<file path="src/rtl/pba_packetizer.sv">
// Pooling/bias/activation packetizer: latches layer config, accepts POOL_NUM-lane beats
// and tags each registered output beat with its window position (VALID/FINISH/COMPL).
//
// state  | meaning
// IDLE   | waiting for cfg_start; no beats accepted
// RUN    | accepting beats, counting elements and windows
// DONE   | one-cycle end-of-layer, done=1
module pba_packetizer #(
   parameter int DATA_WID = 16,
   parameter int POOL_NUM = 4,
   parameter int CNT_WID  = 16
) (
   input  logic                         clk,
   input  logic                         reset,
   input  logic                         cfg_start,
   input  logic [CNT_WID-1:0]           cfg_win_size,
   input  logic [CNT_WID-1:0]           cfg_win_num,
   input  logic                         cfg_mode,
   input  logic                         cfg_if_pool,
   input  logic                         cfg_if_bias,
   input  logic                         cfg_if_act,
   input  logic                         cfg_if_lstm,
   input  logic [POOL_NUM*DATA_WID-1:0] cfg_bias,
   input  logic                         in_valid,
   output logic                         in_ready,
   input  logic [POOL_NUM*DATA_WID-1:0] in_data,
   input  logic [POOL_NUM-1:0]          in_mask,
   output logic                         out_if_pool,
   output logic                         out_if_bias,
   output logic                         out_if_act,
   output logic                         out_if_lstm,
   output logic [1:0]                   out_pool_state,
   output logic                         out_pool_op_mode,
   output logic [CNT_WID-1:0]           out_avg_num,
   output logic [POOL_NUM*DATA_WID-1:0] out_data,
   output logic [POOL_NUM*DATA_WID-1:0] out_bias,
   output logic [POOL_NUM-1:0]          out_valid,
   output logic                         busy,
   output logic                         done
);

   typedef enum logic [1:0] {S_IDLE, S_RUN, S_DONE} state_t;

   localparam logic [1:0] PS_INVALID = 2'd0;
   localparam logic [1:0] PS_VALID   = 2'd1;
   localparam logic [1:0] PS_FINISH  = 2'd2;
   localparam logic [1:0] PS_COMPL   = 2'd3;

   state_t                      r_state;
   state_t                      w_state_nxt;
   logic [CNT_WID-1:0]          r_elem_cnt;
   logic [CNT_WID-1:0]          r_win_cnt;
   logic [CNT_WID-1:0]          r_win_num;
   logic [CNT_WID-1:0]          r_avg_num;
   logic                        r_mode;
   logic                        r_if_pool;
   logic                        r_if_bias;
   logic                        r_if_act;
   logic                        r_if_lstm;
   logic [POOL_NUM*DATA_WID-1:0] r_bias;
   logic [1:0]                  r_pool_state;
   logic [POOL_NUM-1:0]         r_out_valid;
   logic [POOL_NUM*DATA_WID-1:0] r_out_data;

   logic                        w_accept;
   logic                        w_cfg_load;
   logic                        w_last_elem;
   logic                        w_last_win;
   logic [CNT_WID-1:0]          w_win_eff;

   assign w_accept    = in_valid && (r_state == S_RUN);
   assign w_cfg_load  = cfg_start && (r_state == S_IDLE);
   assign w_last_elem = (r_elem_cnt == r_avg_num - CNT_WID'(1));
   assign w_last_win  = (r_win_cnt == r_win_num - CNT_WID'(1));

   // A zero window size with pooling enabled degenerates to single-beat windows.
   always_comb begin
      w_win_eff = CNT_WID'(1);
      if (cfg_if_pool && (cfg_win_size != '0))
         w_win_eff = cfg_win_size;
   end

   always_comb begin
      w_state_nxt = r_state;
      case (r_state)
         S_IDLE:  if (cfg_start) w_state_nxt = (cfg_win_num != '0) ? S_RUN : S_DONE;
         S_RUN:   if (w_accept && w_last_elem && w_last_win) w_state_nxt = S_DONE;
         S_DONE:  w_state_nxt = S_IDLE;
         default: w_state_nxt = S_IDLE;
      endcase
   end

   always_ff @(posedge clk or posedge reset) begin
      if (reset) begin
         r_state    <= S_IDLE;
         r_elem_cnt <= '0;
         r_win_cnt  <= '0;
         r_win_num  <= '0;
         r_avg_num  <= '0;
         r_mode     <= 1'b0;
         r_if_pool  <= 1'b0;
         r_if_bias  <= 1'b0;
         r_if_act   <= 1'b0;
         r_if_lstm  <= 1'b0;
         r_bias     <= '0;
      end else begin
         r_state <= w_state_nxt;
         if (w_cfg_load) begin
            r_elem_cnt <= '0;
            r_win_cnt  <= '0;
            r_win_num  <= cfg_win_num;
            r_avg_num  <= w_win_eff;
            r_mode     <= cfg_mode;
            r_if_pool  <= cfg_if_pool;
            r_if_bias  <= cfg_if_bias;
            r_if_act   <= cfg_if_act;
            r_if_lstm  <= cfg_if_lstm;
            r_bias     <= cfg_bias;
         end else if (w_accept) begin
            if (w_last_elem) begin
               r_elem_cnt <= '0;
               r_win_cnt  <= r_win_cnt + CNT_WID'(1);
            end else begin
               r_elem_cnt <= r_elem_cnt + CNT_WID'(1);
            end
         end
      end
   end

   always_ff @(posedge clk or posedge reset) begin
      if (reset) begin
         r_pool_state <= PS_INVALID;
         r_out_valid  <= '0;
         r_out_data   <= '0;
      end else if (w_accept) begin
         r_out_valid <= in_mask;
         r_out_data  <= in_data;
         if (w_last_elem && w_last_win) r_pool_state <= PS_COMPL;
         else if (w_last_elem)          r_pool_state <= PS_FINISH;
         else                           r_pool_state <= PS_VALID;
      end else begin
         r_pool_state <= PS_INVALID;
         r_out_valid  <= '0;
         r_out_data   <= '0;
      end
   end

   assign in_ready         = (r_state == S_RUN);
   assign busy             = (r_state == S_RUN);
   assign done             = (r_state == S_DONE);
   assign out_if_pool      = r_if_pool;
   assign out_if_bias      = r_if_bias;
   assign out_if_act       = r_if_act;
   assign out_if_lstm      = r_if_lstm;
   assign out_pool_op_mode = r_mode;
   assign out_avg_num      = r_avg_num;
   assign out_bias         = r_bias;
   assign out_pool_state   = r_pool_state;
   assign out_valid        = r_out_valid;
   assign out_data         = r_out_data;

endmodule

</file>
<file path="config.mk">
export PLATFORM = sky130hd
export DESIGN_NAME = pba_packetizer
export DESIGN_NICKNAME = d
export VERILOG_FILES = /design/src/rtl/pba_packetizer.sv
export SDC_FILE = /design/constraint.sdc
export NUM_CORES = 1
export LEC_CHECK = 0
export BUFFER_PORTS_ARGS = -buffer_cell sky130_fd_sc_hd__buf_2
export CAP_MARGIN = 20
export CELL_PAD_IN_SITES_DETAIL_PLACEMENT = 1
export CELL_PAD_IN_SITES_GLOBAL_PLACEMENT = 1
export CORE_UTILIZATION = 37
export CTS_CLUSTER_SIZE = 14
export DETAILED_ROUTE_END_ITERATION = 8
export MAX_ROUTING_LAYER = met4
export PLACE_DENSITY = 0.77
export SLEW_MARGIN = 15
export SYNTH_ARGS = -nofsm -noshare
export SYNTH_HDL_FRONTEND = slang
export SYNTH_SLANG_ARGS = --single-unit
</file>
<file path="constraint.sdc">
create_clock -name clk -period 7.7 [get_ports clk]
set_input_delay 0.385 -clock clk [delete_from_list [all_inputs] [get_ports clk]]
set_output_delay 0.385 -clock clk [all_outputs]
set_load 0.05 [all_outputs]
</file>
---- Yosys cells after proc, flatten, opt, wreduce, memory -nomap -nowiden ----
Cells that the tools add are included.
cells by class
  $add $sub $neg .......................... 4
  eq/ne operators ......................... 6
  multiplexer cells ....................... 16
  reductions and logical operators ........ 13
operators by type and width
  cell                                                  number
  2-to-1 mux 16 bit                                     7
  2-to-1 mux 64 bit                                     1
  adder 16 x 1 -> 16 bit (second input constant)        2
  equality test 16 bit                                  2
  nonzero test 16 bit                                   2
  subtractor 16 x 1 -> 16 bit (second input constant)   2
  2-to-1 mux 2 bit                                      6
  logical AND 1 bit                                     6
  2-to-1 mux 4 bit                                      1
  one-hot mux 2 bit (2 select lines)                    1
  AND reduction 2 bit                                   2
  nonzero test 2 bit                                    2
  equality test 2 x 1 -> 1 bit (second input constant)  1
  equality test 2 bit (second input constant)           1
  zero test 2 bit                                       1
  != test 2 x 1 -> 1 bit (second input constant)        1
  != test 2 bit (second input constant)                 1
storage, ports and cells
  flip-flop bits (word level) ............. 205
  input port bits ......................... 173
  output and inout port bits .............. 158

---- Logic depth before layout (Yosys ltp) ----
  depth after elaboration ................. 6
  mapped depth ............................ 13
  mapped depth without buffers ............ 10

---- Worst setup path after synthesis ----
No wires, ideal clock.
  kind .................................... flip-flop to flip-flop
  from .................................... register r_avg_num[0], in the netlist out_avg_num[0]
  to ...................................... register r_win_cnt[3]
  setup time .............................. 0.066 ns
  data arrival time ....................... 3.412 ns
  required time ........................... 7.634 ns
  path slack .............................. 4.222 ns
  stages on the path, launching flop included .. 13
  path buffers ............................ 2
  clock period less this slack ............ 3.478 ns
  path through ............................ dfrtp_1 -> inv_1 -> ha_1 -> buf_2 -> or3b_1 -> clkbuf_1 -> nor3_2 -> o32ai_1 -> or4_4 -> nor4b_4 -> nand3_2 -> or4_1 -> nand2_1
between the ends
  cells in the longest elaborated chain, start to end .. 4
RTL lines
  what                                  RTL line  RTL
  from (decl)                           54        logic [CNT_WID-1:0] r_avg_num;
  from (signal assigned)                112       r_avg_num <= w_win_eff;
  subtractor 16 x 1 -> 16 bit           73        assign w_last_elem = (r_elem_cnt == r_avg_num - CNT_WID'(1));
  equality test 16 bit                  73
  nonzero test 2 bit (no source line)   n/a
  AND reduction 2 bit (no source line)  n/a
  to (signal assigned)                  122       r_win_cnt <= r_win_cnt + CNT_WID'(1);
  to (decl)                             52        logic [CNT_WID-1:0] r_win_cnt;
No other way between the ends.
A chain may end at the register's enable or synchronous reset.

---- Final worst setup path ----
  from .................................... register r_avg_num[4], in the netlist out_avg_num[4]
  to ...................................... register r_elem_cnt[12]
between the ends
  cells in the longest elaborated chain, start to end .. 5
RTL lines
  what                         RTL line  RTL
  subtractor 16 x 1 -> 16 bit  73
  equality test 16 bit         73
  2-to-1 mux 16 bit            120       if (w_last_elem) begin
  2-to-1 mux 16 bit            119       end else if (w_accept) begin
  2-to-1 mux 16 bit            108       if (w_cfg_load) begin
  to (signal assigned)         124       r_elem_cnt <= r_elem_cnt + CNT_WID'(1);
  to (decl)                    51        logic [CNT_WID-1:0] r_elem_cnt;
No other way between the ends. The select of a mux whose other input is x is not followed.

==> results.ini <==
[final_layout]
drive_gt1_frac = 0.308
final_cells = 1598
utilization = 0.489
multi_input_area_um2 = 3690
seqCellArea_um2 = 5130
n_fill_cell = 2874
areaGrowthSynthToFinish_pct = 30.0
finish.net_count = 1433
design_area_um2 = 11800

[placed_design]
placed_cell_area_um2 = 11000
gp_congestion = 0.892
portBuffers = 330
dp_hpwl_um = 21500
dp_cells = 1554

[run]
drv_cap = 0

[drt]
antenna_left = 0
detail_route.wl_per_cell_um = 18.9
drt_iter0_markers = 432
drc_errors = 0
wl_um = 30200
dr.pass1.iters = 5
via_count = 8171
avgViaCountPerCell = 5.11

[critical_path]
cpPeakStageDelay_ps = 760
cp-end-kind = flop
critPathLaunchType = flop
critPathRequiredTime_ps = 8140
worst_path_max_delay_cell = or4_1
worst_path_most_repeated_cell = a21oi_2
cp_num_buf_inv = 0
crit_family = simple AND/OR/NAND/NOR gates
worstSetupPathType = reg2reg
crit_chain = or4_1 -> nor4b_2 -> a211oi_1 -> o31ai_1 -> a21oi_2 -> a21oi_2 -> or3b_1 -> a21oi_1
worstPathArrival_ps = 4190
crit_path_max_fanout = 18

[timing]
final-setup-viol-count = 0
maxSlewViolCount = 0
maxSlewHeadroom = 0.350
fmax_ghz = 0.267
rsz0062_at_grt = false
tightest_slew_ps = 975
fin_crit_ps = 3750
skew_ps = 18.5
fin_crit_sh = 0.487
hold_viol = 0
fin_setup_tns_ps = 0

[hold_path]
hold_path_class = in2reg

[logic_synthesis]
synth_most_common_cell = nand2_1
ys_seq_elements = 205
synthTopCellsByCount = 292 x nand2_1, 205 x dfrtp_1, 82 x and3_1
synth_cell_type_count = 57
synth-edff-count = 0
yosys_most_used_dff = dfrtp_1
yosys_warnings = 0
syn_inst = 955
ys_seq_area_frac = 0.564
synth.cell_area_um2 = 9090
syn_area_per_cell_um2 = 9.52
yosys.area.top_type = dfrtp_1
synthTopCellsByArea = dfrtp_1 56%, nand2_1 12%, and3_1 5.6%
synth_top_cell_area_share = 0.564
synthArstFlopShare = 1.00
synth_nets = 1132

[floorplanning]
placeableCoreArea_um2 = 24200
die_area_um2 = 25200
start_util = 0.376
io_pins = 331
die_h_um = 159
rows = 57
die_w_um = 159

[clock_tree]
cts.repair.resized = 0
cts-htree-levels = 1
hold_buffers = 0
cts_tree = yes
clk_pin_slew_worst_paths_ps = 60
cts.sinks = 205
root_buffer = clkbuf_16
cts_made_buffers = 24
clk_path_buf_depth = 3
post-cts-setup-buffers = 0
clk_latency_ps = 520

[power]
p_leak_nw = 6.43
ir_drop_mv = 0.261
power_density_nw_per_um2 = 325
total_power_w = 0.00384

[grt]
antenna_found_initial = 2
grt_usage = 0.245
grt_pass1_wl_um = 47900
grt_max_degree = 142
grt_pass1_vias = 8757
grt_remaining_overflow = 0

[outcome]
status = completed

cell type report:
class	instances	area share
clock inverters	8	0.00825
multi-input cells	672	0.312
well taps	324	0.0343
clock buffers	34	0.0617
repair buffers	336	0.144
flip-flops and latches	205	0.434
inverters	17	0.00603
diodes	2	0.000423
registers in the layout (all words and copies together) (netlist names):
signal,count
out_avg_num,16
out_bias,64
out_data,64
out_if_act,1
out_if_bias,1
out_if_lstm,1
out_if_pool,1
out_pool_op_mode,1
out_pool_state,2
out_valid,4
r_elem_cnt,16
r_state,2
r_win_cnt,16
r_win_num,16
per-stage QoR:
step	setup slack [ps]	hold slack, ps
finish	3950	59.4
global route	3730	58.0
CTS	4000	42.7
detailed placement	4030	458
global placement	4140	453
floorplan	1720	467
logic make-up after synthesis:
kind of cell               count (synthesis)  synth area share
AOI/OAI and AO/OA                        107            0.0784
xor gates and xnor gates                  44            0.0424
adders and majority gates                  4           0.00550
buffers and inverters                     78            0.0329
DFF                                      205             0.564
muxes                                      6           0.00674
and+or+nand+nor                          511             0.270
final timing paths:
path	slack [ps]	to	cells after the start	from
worst max-delay path	3950	r_elem_cnt[12]	8	out_avg_num[4]
worst min-delay path	60	out_bias[8]	3	cfg_bias[8]
worst max register to register	3950	r_elem_cnt[12]	8	out_avg_num[4]
worst min register to register	460	out_bias[8]	2	out_bias[8]
max in group asynchronous	6070	out_if_pool	3	reset
min in group asynchronous	90	out_data[57]	2	reset
routing by layer:
metal  vias up  track usage  routed length, um
li1       3821            -                  -
met3        49       0.0601               2010
met2       240        0.410              15100
met5         -            -                  0
met1      4061        0.292              12300
met4         0       0.0706                753
tightest hold or removal path: cells and delay by family:
| kind | cells | cell delay (ps) |
|---|---|---|
| buf+inv | 1 | 80 |
| simple gates | 2 | 80 |
cell usage in the layout, fill, tap and decap left out, types with 15 or more instances in the layout:
cell type | netlist | final
nor2_1 | 31 | 31
inv_1 | 17 | 16
buf_2 | 2 | 330
dfrtp_1 | 205 | 205
nand3_1 | 19 | 19
and3_1 | 82 | 82
xnor2_1 | 23 | 23
a22o_1 | 15 | 15
a21oi_1 | 22 | 22
nand2_1 | 292 | 291
o21ai_0 | 24 | 24
xor2_1 | 21 | 21
clkbuf_16 | 0 | 25
power by group:
group	internal, W	total (W)	switching, W
logic	0.000330	0.00125	0.000916
registers	0.00125	0.00141	0.000156
clock network	0.000723	0.00118	0.000457
Note: power is estimated with default switching activity, not from simulation.
